## src/rtl/stream_mux_n.sv

```systemverilog
// stream_mux_n: N-channel, DATA_W-bit valid/ready stream multiplexer.
// Selection is by external select (mode 0) or round-robin (mode 1). Once a
// packet's first beat is accepted, the grant is held until its last beat.
// Output register is fully registered; in_ready is combinational.
// Optional feature: define STREAM_MUX_N_CHAN_ID_EN to add the out_chan port,
// which carries the source channel index alongside each output beat.
`timescale 1ns/1ps

module stream_mux_n #(
  parameter int N_CH   = 4,
  parameter int DATA_W = 8
) (
  input  logic                       clk,
  input  logic                       rst,
  input  logic                       mode,
  input  logic [$clog2(N_CH)-1:0]    sel,
  input  logic [N_CH*DATA_W-1:0]     in_data,
  input  logic [N_CH-1:0]            in_last,
  input  logic [N_CH-1:0]            in_valid,
  output logic [N_CH-1:0]            in_ready,
  output logic [DATA_W-1:0]          out_data,
  output logic                       out_last,
  output logic                       out_valid,
`ifdef STREAM_MUX_N_CHAN_ID_EN
  output logic [$clog2(N_CH)-1:0]    out_chan,
`endif
  input  logic                       out_ready
);

  localparam int SEL_W = $clog2(N_CH);
  localparam int unsigned N_U = N_CH;

  typedef enum logic [0:0] {
    IDLE   = 1'b0,
    LOCKED = 1'b1
  } state_t;

  state_t             state;
  logic [SEL_W-1:0]   grant;
  logic [SEL_W-1:0]   rr_ptr;

  logic               load;
  logic               cand_vld;
  logic [SEL_W-1:0]   cand;
  logic [DATA_W-1:0]  cand_data;
  logic               cand_last;
  logic               xfer;

  // Output register may accept a new beat when empty or being drained.
  assign load = !out_valid || out_ready;

  // Choose the candidate channel: held grant when locked, otherwise by mode.
  always_comb begin
    cand_vld = 1'b0;
    cand     = '0;
    case (state)
      IDLE: begin
        if (!mode) begin
          if ((int'(sel) < N_CH) && in_valid[sel]) begin
            cand_vld = 1'b1;
            cand     = sel;
          end
        end else begin
          // Search starts just after the last packet's channel and wraps.
          for (int unsigned k = 1; k <= N_U; k++) begin
            int unsigned idx;
            idx = (32'(rr_ptr) + k) % N_U;
            if (!cand_vld && in_valid[idx]) begin
              cand_vld = 1'b1;
              cand     = SEL_W'(idx);
            end
          end
        end
      end
      LOCKED: begin
        if (in_valid[grant]) begin
          cand_vld = 1'b1;
          cand     = grant;
        end
      end
      default: begin
        cand_vld = 1'b0;
        cand     = '0;
      end
    endcase
  end

  // Route the candidate's beat and raise ready only on that channel.
  always_comb begin
    in_ready  = '0;
    cand_data = in_data[cand*DATA_W +: DATA_W];
    cand_last = in_last[cand];
    xfer      = !rst && cand_vld && load;
    if (xfer) begin
      in_ready[cand] = 1'b1;
    end
  end

  // Output register and packet-lock state; rr_ptr advances only at packet end.
  always_ff @(posedge clk) begin
    if (rst) begin
      out_valid <= 1'b0;
      out_data  <= '0;
      out_last  <= 1'b0;
`ifdef STREAM_MUX_N_CHAN_ID_EN
      out_chan  <= '0;
`endif
      state     <= IDLE;
      grant     <= '0;
      rr_ptr    <= SEL_W'(N_CH - 1);
    end else begin
      if (load) begin
        out_valid <= xfer;
        if (xfer) begin
          out_data <= cand_data;
          out_last <= cand_last;
`ifdef STREAM_MUX_N_CHAN_ID_EN
          out_chan <= cand;
`endif
        end
      end
      if (xfer) begin
        case (state)
          IDLE: begin
            if (cand_last) begin
              rr_ptr <= cand;
            end else begin
              state <= LOCKED;
              grant <= cand;
            end
          end
          LOCKED: begin
            if (cand_last) begin
              state  <= IDLE;
              rr_ptr <= grant;
            end
          end
          default: state <= IDLE;
        endcase
      end
    end
  end

endmodule

```

## config.mk

```make
export PLATFORM = sky130hd
export DESIGN_NAME = stream_mux_n
export DESIGN_NICKNAME = d
export VERILOG_FILES = /design/src/rtl/stream_mux_n.sv
export SDC_FILE = /design/constraint.sdc
export NUM_CORES = 1
export LEC_CHECK = 0
export CORE_MARGIN = 10
export CORE_UTILIZATION = 40
export DETAILED_ROUTE_END_ITERATION = 16
export GPL_TIMING_DRIVEN = 0
export MAX_ROUTING_LAYER = met4
export PLACE_DENSITY_LB_ADDON = 0.08
export SYNTH_ARGS = -nofsm -noshare
export SYNTH_HDL_FRONTEND = slang
export SYNTH_SLANG_ARGS = --single-unit
```

## constraint.sdc

```tcl
create_clock -name clk -period 2.9 [get_ports clk]
set_input_delay 0.435 -clock clk [delete_from_list [all_inputs] [get_ports clk]]
set_output_delay 0.435 -clock clk [all_outputs]
set_load 0.1 [all_outputs]
```

==> impl_results.md, run 1 <==
- Outcome: complete, no violations
- CP Class: primary input to output port
- CTS Buf Count: 3
- Share of synthesized registers carrying an async set or reset: 0%
- Post-CTS Hold Buffers: 0
- Avg Inst Size Synth: 8.643 sq um
- Actual slew at the worst max-slew pin: 1.004 ns
- Synth Area in Adders: 0%
- Post-synth EDFFs: 0
- Worst path arrival time: 2.33 ns
- Worst Slack Setup Final: 0.1381 ns
- Simple-gate share of the synthesized area: 15.61%
- Die area: 5654 sq um
- CTS tree: yes
- Most numerous cell in the Yosys netlist: mux2i_1
- ANT nets after route: 0
- Area share of the largest cell type after synthesis: 24.64%
- Max frequency: 362.1 MHz
- Skew-Pair Late Insertion Delay: 0.28 ns
- Portion of netlist area occupied by mux cells: 26.39%
- Post-synth top area cell: dfxtp_1
- Syn Nets: 187
- Starting Density: 43.08%
- Global-route wire length before repair: 6.292 mm
- Post-synth top flop: dfxtp_1
- Largest family of logic cells by synthesized area: compound AO/OA/AOI/OAI gates
- Max-cap viol count: 0
- CP max FO: 8
- Final setup violation count: 0
- Flop2flop setup slack: 0.51 ns
- Crit path time final: 2.762 ns
- DR vias/cell: 5.523
- Final hold violations: 0
- Vias: 1,309
- # rows: 19
- Residual DRC: 0
- Root Driver: clkbuf_4
- Finished Core Util: 68.33%
- Worst VDD drop: 0.0005144 V
- Ys Warns: 0
- Proportion of layout cells with a drive suffix above 1: 21.84%
- Sequential fraction of the synthesis area: 24.64%
- IO Count: 60
- Clock Skew: 0.004907 ns
- CTS Buffer Depth: 2
- Pwr dens: 638.1 nW/um^2
- Die Y: 75.20 um
- Post-synth top cells: mux2i_1 (22), dfxtp_1 (15), nand2_1 (12), nor2_1 (11)
- Die Wd: 75.20 um
- DR pass1 iterations: 4
- Worst setup EP type: output port
- Largest net degree at the start of global routing: 11
- Worst relative slew slack: 32.85%
- Synth Area in Compound Gates: 27.52%
- FF+latch count, synth: 15
- Worst-path clk slew: 0.10 ns
- Core footprint: 2829 sq um
- Final period util: 95.24%
- Area Overhead vs Synth: 58.62%
- Vias in the first global route: 1,365
- Pre-CTS WS: -1.199 ns
- Post-synthesis xor/xnor area fraction: 0%
- Antenna violations before repair: 0
- Sink Count: 15
- H-tree levels: 1
- Static leakage: 0.0009171 uW
- Total Wirelength: 3.847 mm
- Ranking of synthesized cells by area: dfxtp_1 (25%), mux2i_1 (18%), mux2_2 (6.5%), a21o_1 (6.2%), o22ai_1 (5.1%)
- DP HPWL: 3.085 mm
- Placer congestion estimate: 0.8608
- Worst hold path class: register to register
- CP Data Required Time: 2.47 ns
- # diodes: 0
- Routed length per instance: 16.23 um
- Mapped cell area: 1219 sq um
- # nets final: 253
- Detailed Route Iter0 Violations: 66
- Yosys cell types: 39
- Gr usage total: 14.35%
- GRT overflow: 0
- Worst setup SP type: primary input
- I/O Buffers: 56
- Power, Total: 1234 uW
- RSZ-0062 raised after global routing: no
- Max-slew violation count: 0
- Cells after Synth: 141
==> cell usage in the layout (no fill, tap or decap), types with 3 or more instances in the layout <==
cell	count
a21o_1	10
a21oi_1	4
buf_2	4
buf_4	7
buf_6	7
clkbuf_4	3
clkdlybuf4s50_1	47
dfxtp_1	14
inv_1	4
mux2_2	7
mux2i_1	22
nand2_1	12
nor2_1	11
nor2b_1	4
o21ai_0	5
o22ai_1	10
==> area by class of cell <==
cell class,count,area (sq um)
Multi-Input combinational cell,113,898.4
Fill cell,244,895.9
Timing Repair Buffer,62,585.6
Sequential cell,15,301.5
Buffer,7,58.81
Tap cell,31,38.79
Clock buffer,3,22.52
Inverter,5,22.52
Clock inverter,1,5.005
==> metal layers <==
layer,track usage [%],vias up,wire length (um)
met4,4.124,0,38
met2,24.29,40,1912
met3,4.599,4,259
met5,-,-,0
met1,15.83,614,1636
li1,-,651,-
==> final timing paths <==
| check | start | to | depth (start not counted) |
|---|---|---|---|
| min reg2reg | out_data[2] | out_data[2] | 1 |
| min | out_data[2] | out_data[2] | 1 |
| max reg2reg | rr_ptr[1] | grant[0] | 7 |
| max | sel[1] | in_ready[3] | 10 |
==> cell families (layout without fill, tap and decap cells) <==
group	Yosys count	count (layout)
AO/OA/AOI/OAI	44	44
buffers and inverters	13	78
multiplexers	30	30
flip-flops	15	15
AND/OR/NAND/NOR	39	39
==> sequential cells by signal (all words and copies together), names as in the netlist <==
signal     count
out_data       8
grant          2
rr_ptr         2
out_last       1
out_valid      1
state          1
==> worst max-delay path: stages <==
cell	delay (ns)
dlygate4sd2_1	0.30
mux4_2	0.33
o221a_4	0.29
a311oi_4	0.30
nor2b_1	0.09
buf_6	0.15
nand2b_1	0.08
buf_6	0.11
nor2_1	0.05
buf_6	0.18
==> where the power goes <==
part           switching (uW)  internal [uW]
logic                     526            295
clock network            69.8           51.1
registers                37.2            255
==> through the flow <==
step,std cells,TNS [ns],hold slack (ns),cell area [sq um]
after floorplan,141,-1.498,0.4934,1219
after global placement,228,-5.128,0.4321,1818
after detailed placement,228,-5.818,0.4395,1818
after CTS,233,0,0.4622,1896
after global routing,237,0,0.4716,1933
final,237,0,0.4608,1933
==> repair_timing <==
item / 4_1_cts / 5_1_grt
gates resized for setup: 44 / 12
setup buffers: 2 / 4
setup endpoints to repair: 4 / 4
pin swaps: 1 / 3
Note: power is estimated with default switching activity, not from simulation.
==> run 2, diff against run 1 <==
- MAX_ROUTING_LAYER: met4 -> not set
==> impl_results.md, run 2 (synthesized netlist as in run 1, its figures left out) <==
- Antenna violations before repair: 0
- Net Switching: 625.6 uW
- CP max FO: 10
- # diodes: 0
- Largest Register: out_data
- # rows: 19
- Worst path arrival time: 2.38 ns
- Final period util: 96.96%
- DR vias/cell: 5.564
- Pwr dens: 639.1 nW/um^2
- Global-route wire length before repair: 6.134 mm
- Pre-CTS WS: -1.176 ns
- Outcome: complete, no violations
- DR pass1 iterations: 4
- Internal: 588.2 uW
- Hold path depth: 2
- CTS Buffer Depth: 2
- Detailed Route Iter0 Violations: 41
- CP Data Required Time: 2.47 ns
- Part of the power in registers: 23.7%
- Die Y: 75.20 um
- Sink Count: 15
- Final hold violations: 0
- Total Wirelength: 3.717 mm
- Placed Area: 1818 sq um
- Core footprint: 2829 sq um
- Hold wc startpoint: out_last
- Skew-Pair Late Insertion Delay: 0.29 ns
- Worst relative slew slack: 33.37%
- Root Driver: clkbuf_4
- Worst VDD drop: 0.0005478 V
- Worst setup SP type: primary input
- GRT overflow: 0
- Proportion of layout cells with a drive suffix above 1: 20.69%
- Die area: 5654 sq um
- CTS tree: yes
- R2R depth: 7
- Vias in the first global route: 1,425
- R2R Path End: grant[0]
- Clock Skew: 0.007237 ns
- Clock power frac: 10.3%
- Vias: 1,302
- IO Count: 60
- Worst hold path class: register to register
- CTS Buf Count: 3
- I/O Buffers: 56
- Largest net degree at the start of global routing: 11
- Post-route cell area: 1899 sq um
- Placer congestion estimate: 0.8423
- H-tree levels: 1
- Area Overhead vs Synth: 55.85%
- Flop2flop setup slack: 0.54 ns
- Final setup violation count: 0
- Commonest cells after routing, fill and taps aside: clkdlybuf4s50_1 (47), mux2i_1 (22), dfxtp_1 (14)
- Starting Density: 43.08%
- Worst Slack Setup Final: 0.08826 ns
- Comb pwr share: 65.9%
- # nets final: 250
- Max-cap viol count: 0
- ANT nets after route: 0
- Min-Delay Endpoint: out_last
- Max-slew violation count: 0
- Routed length per instance: 15.88 um
- Residual DRC: 0
- CP Launch Point: mode
- Gr usage total: 13.40%
- Fillers: 245
- Crit path time final: 2.812 ns
- Leading cell type in the layout, fill and taps excluded: clkdlybuf4s50_1
- CP Class: primary input to output port
- Max frequency: 355.7 MHz
- Static leakage: 0.0009039 uW
- Worst setup EP type: output port
- Switch share: 51.54%
- Largest regs: out_data (8), grant (2), rr_ptr (2)
- Die Wd: 75.20 um
- DP HPWL: 3.069 mm
- Reg2reg start: rr_ptr[1]
- Max FFs per register: 8
- Actual slew at the worst max-slew pin: 0.9963 ns
- Worst-path clk slew: 0.10 ns
[run 2: metal layers]
layer	routed length [um]	up-vias	GRT usage (%)
met5	0	-	0
met4	38	0	3.299
met3	389	4	7.096
met2	1842	42	23.90
met1	1445	608	13.50
li1	-	648	-
[run 2: stage by stage]
step | hold slack (ns) | power [uW] | TNS, ns | std cells | util (%)
2_1_floorplan | 0.4934 | 863.0 | -1.498 | 141 | -
3_3_place_gp | 0.4327 | 1056 | -5.156 | 228 | 64.26
4_1_cts | 0.4681 | 1205 | 0 | 232 | 66.12
5_1_grt | 0.4819 | 1276 | -0.01592 | 234 | 67.14
3_5_place_dp | 0.4434 | 1067 | -5.280 | 228 | 64.26
6_report | 0.4608 | 1214 | 0 | 234 | 67.14
[run 2: what timing repair did]
action,CTS,global route
setup endpoints to repair,4,4
hold buffers,0,0
gates resized for setup,41,13
pin swaps,1,1
setup buffers,1,2
[run 2: final cells by class]
type / count / area, sq um / area share (%)
Sequential cell: 15 / 301.5 / 15.88
Multi-Input combinational cell: 113 / 887.1 / 46.71
Inverter: 5 / 22.52 / 1.186
Clock inverter: 1 / 5.005 / 0.2635
Buffer: 7 / 58.81 / 3.096
Clock buffer: 3 / 22.52 / 1.186
Timing Repair Buffer: 59 / 563.0 / 29.64
Tap cell: 31 / 38.79 / 2.042
[run 2: worst max path at each step]
stage	end	cells after the start
2_1_floorplan	in_ready[0]	8
3_3_place_gp	in_ready[3]	10
3_5_place_dp	in_ready[3]	10
4_1_cts	in_ready[3]	10
5_1_grt	in_ready[3]	10
6_report	in_ready[3]	10
[run 2: worst max-delay path: stages]
cell and delay (ns):
buf_2 0.19, or4b_4 0.48, o221a_4 0.27, a311oi_2 0.29, nor2b_1 0.10, buf_6 0.15, nand2b_1 0.09, buf_6 0.13
nor2_1 0.05, buf_6 0.18
[run 2: power groups by stage]
stage	Sequential, uW	Clock (uW)	Combinational, uW
floorplan	554	0	309
finish	288	126	800
detailed placement	288	0	780
global route	295	134	846
global placement	285	0	771
CTS	286	126	793
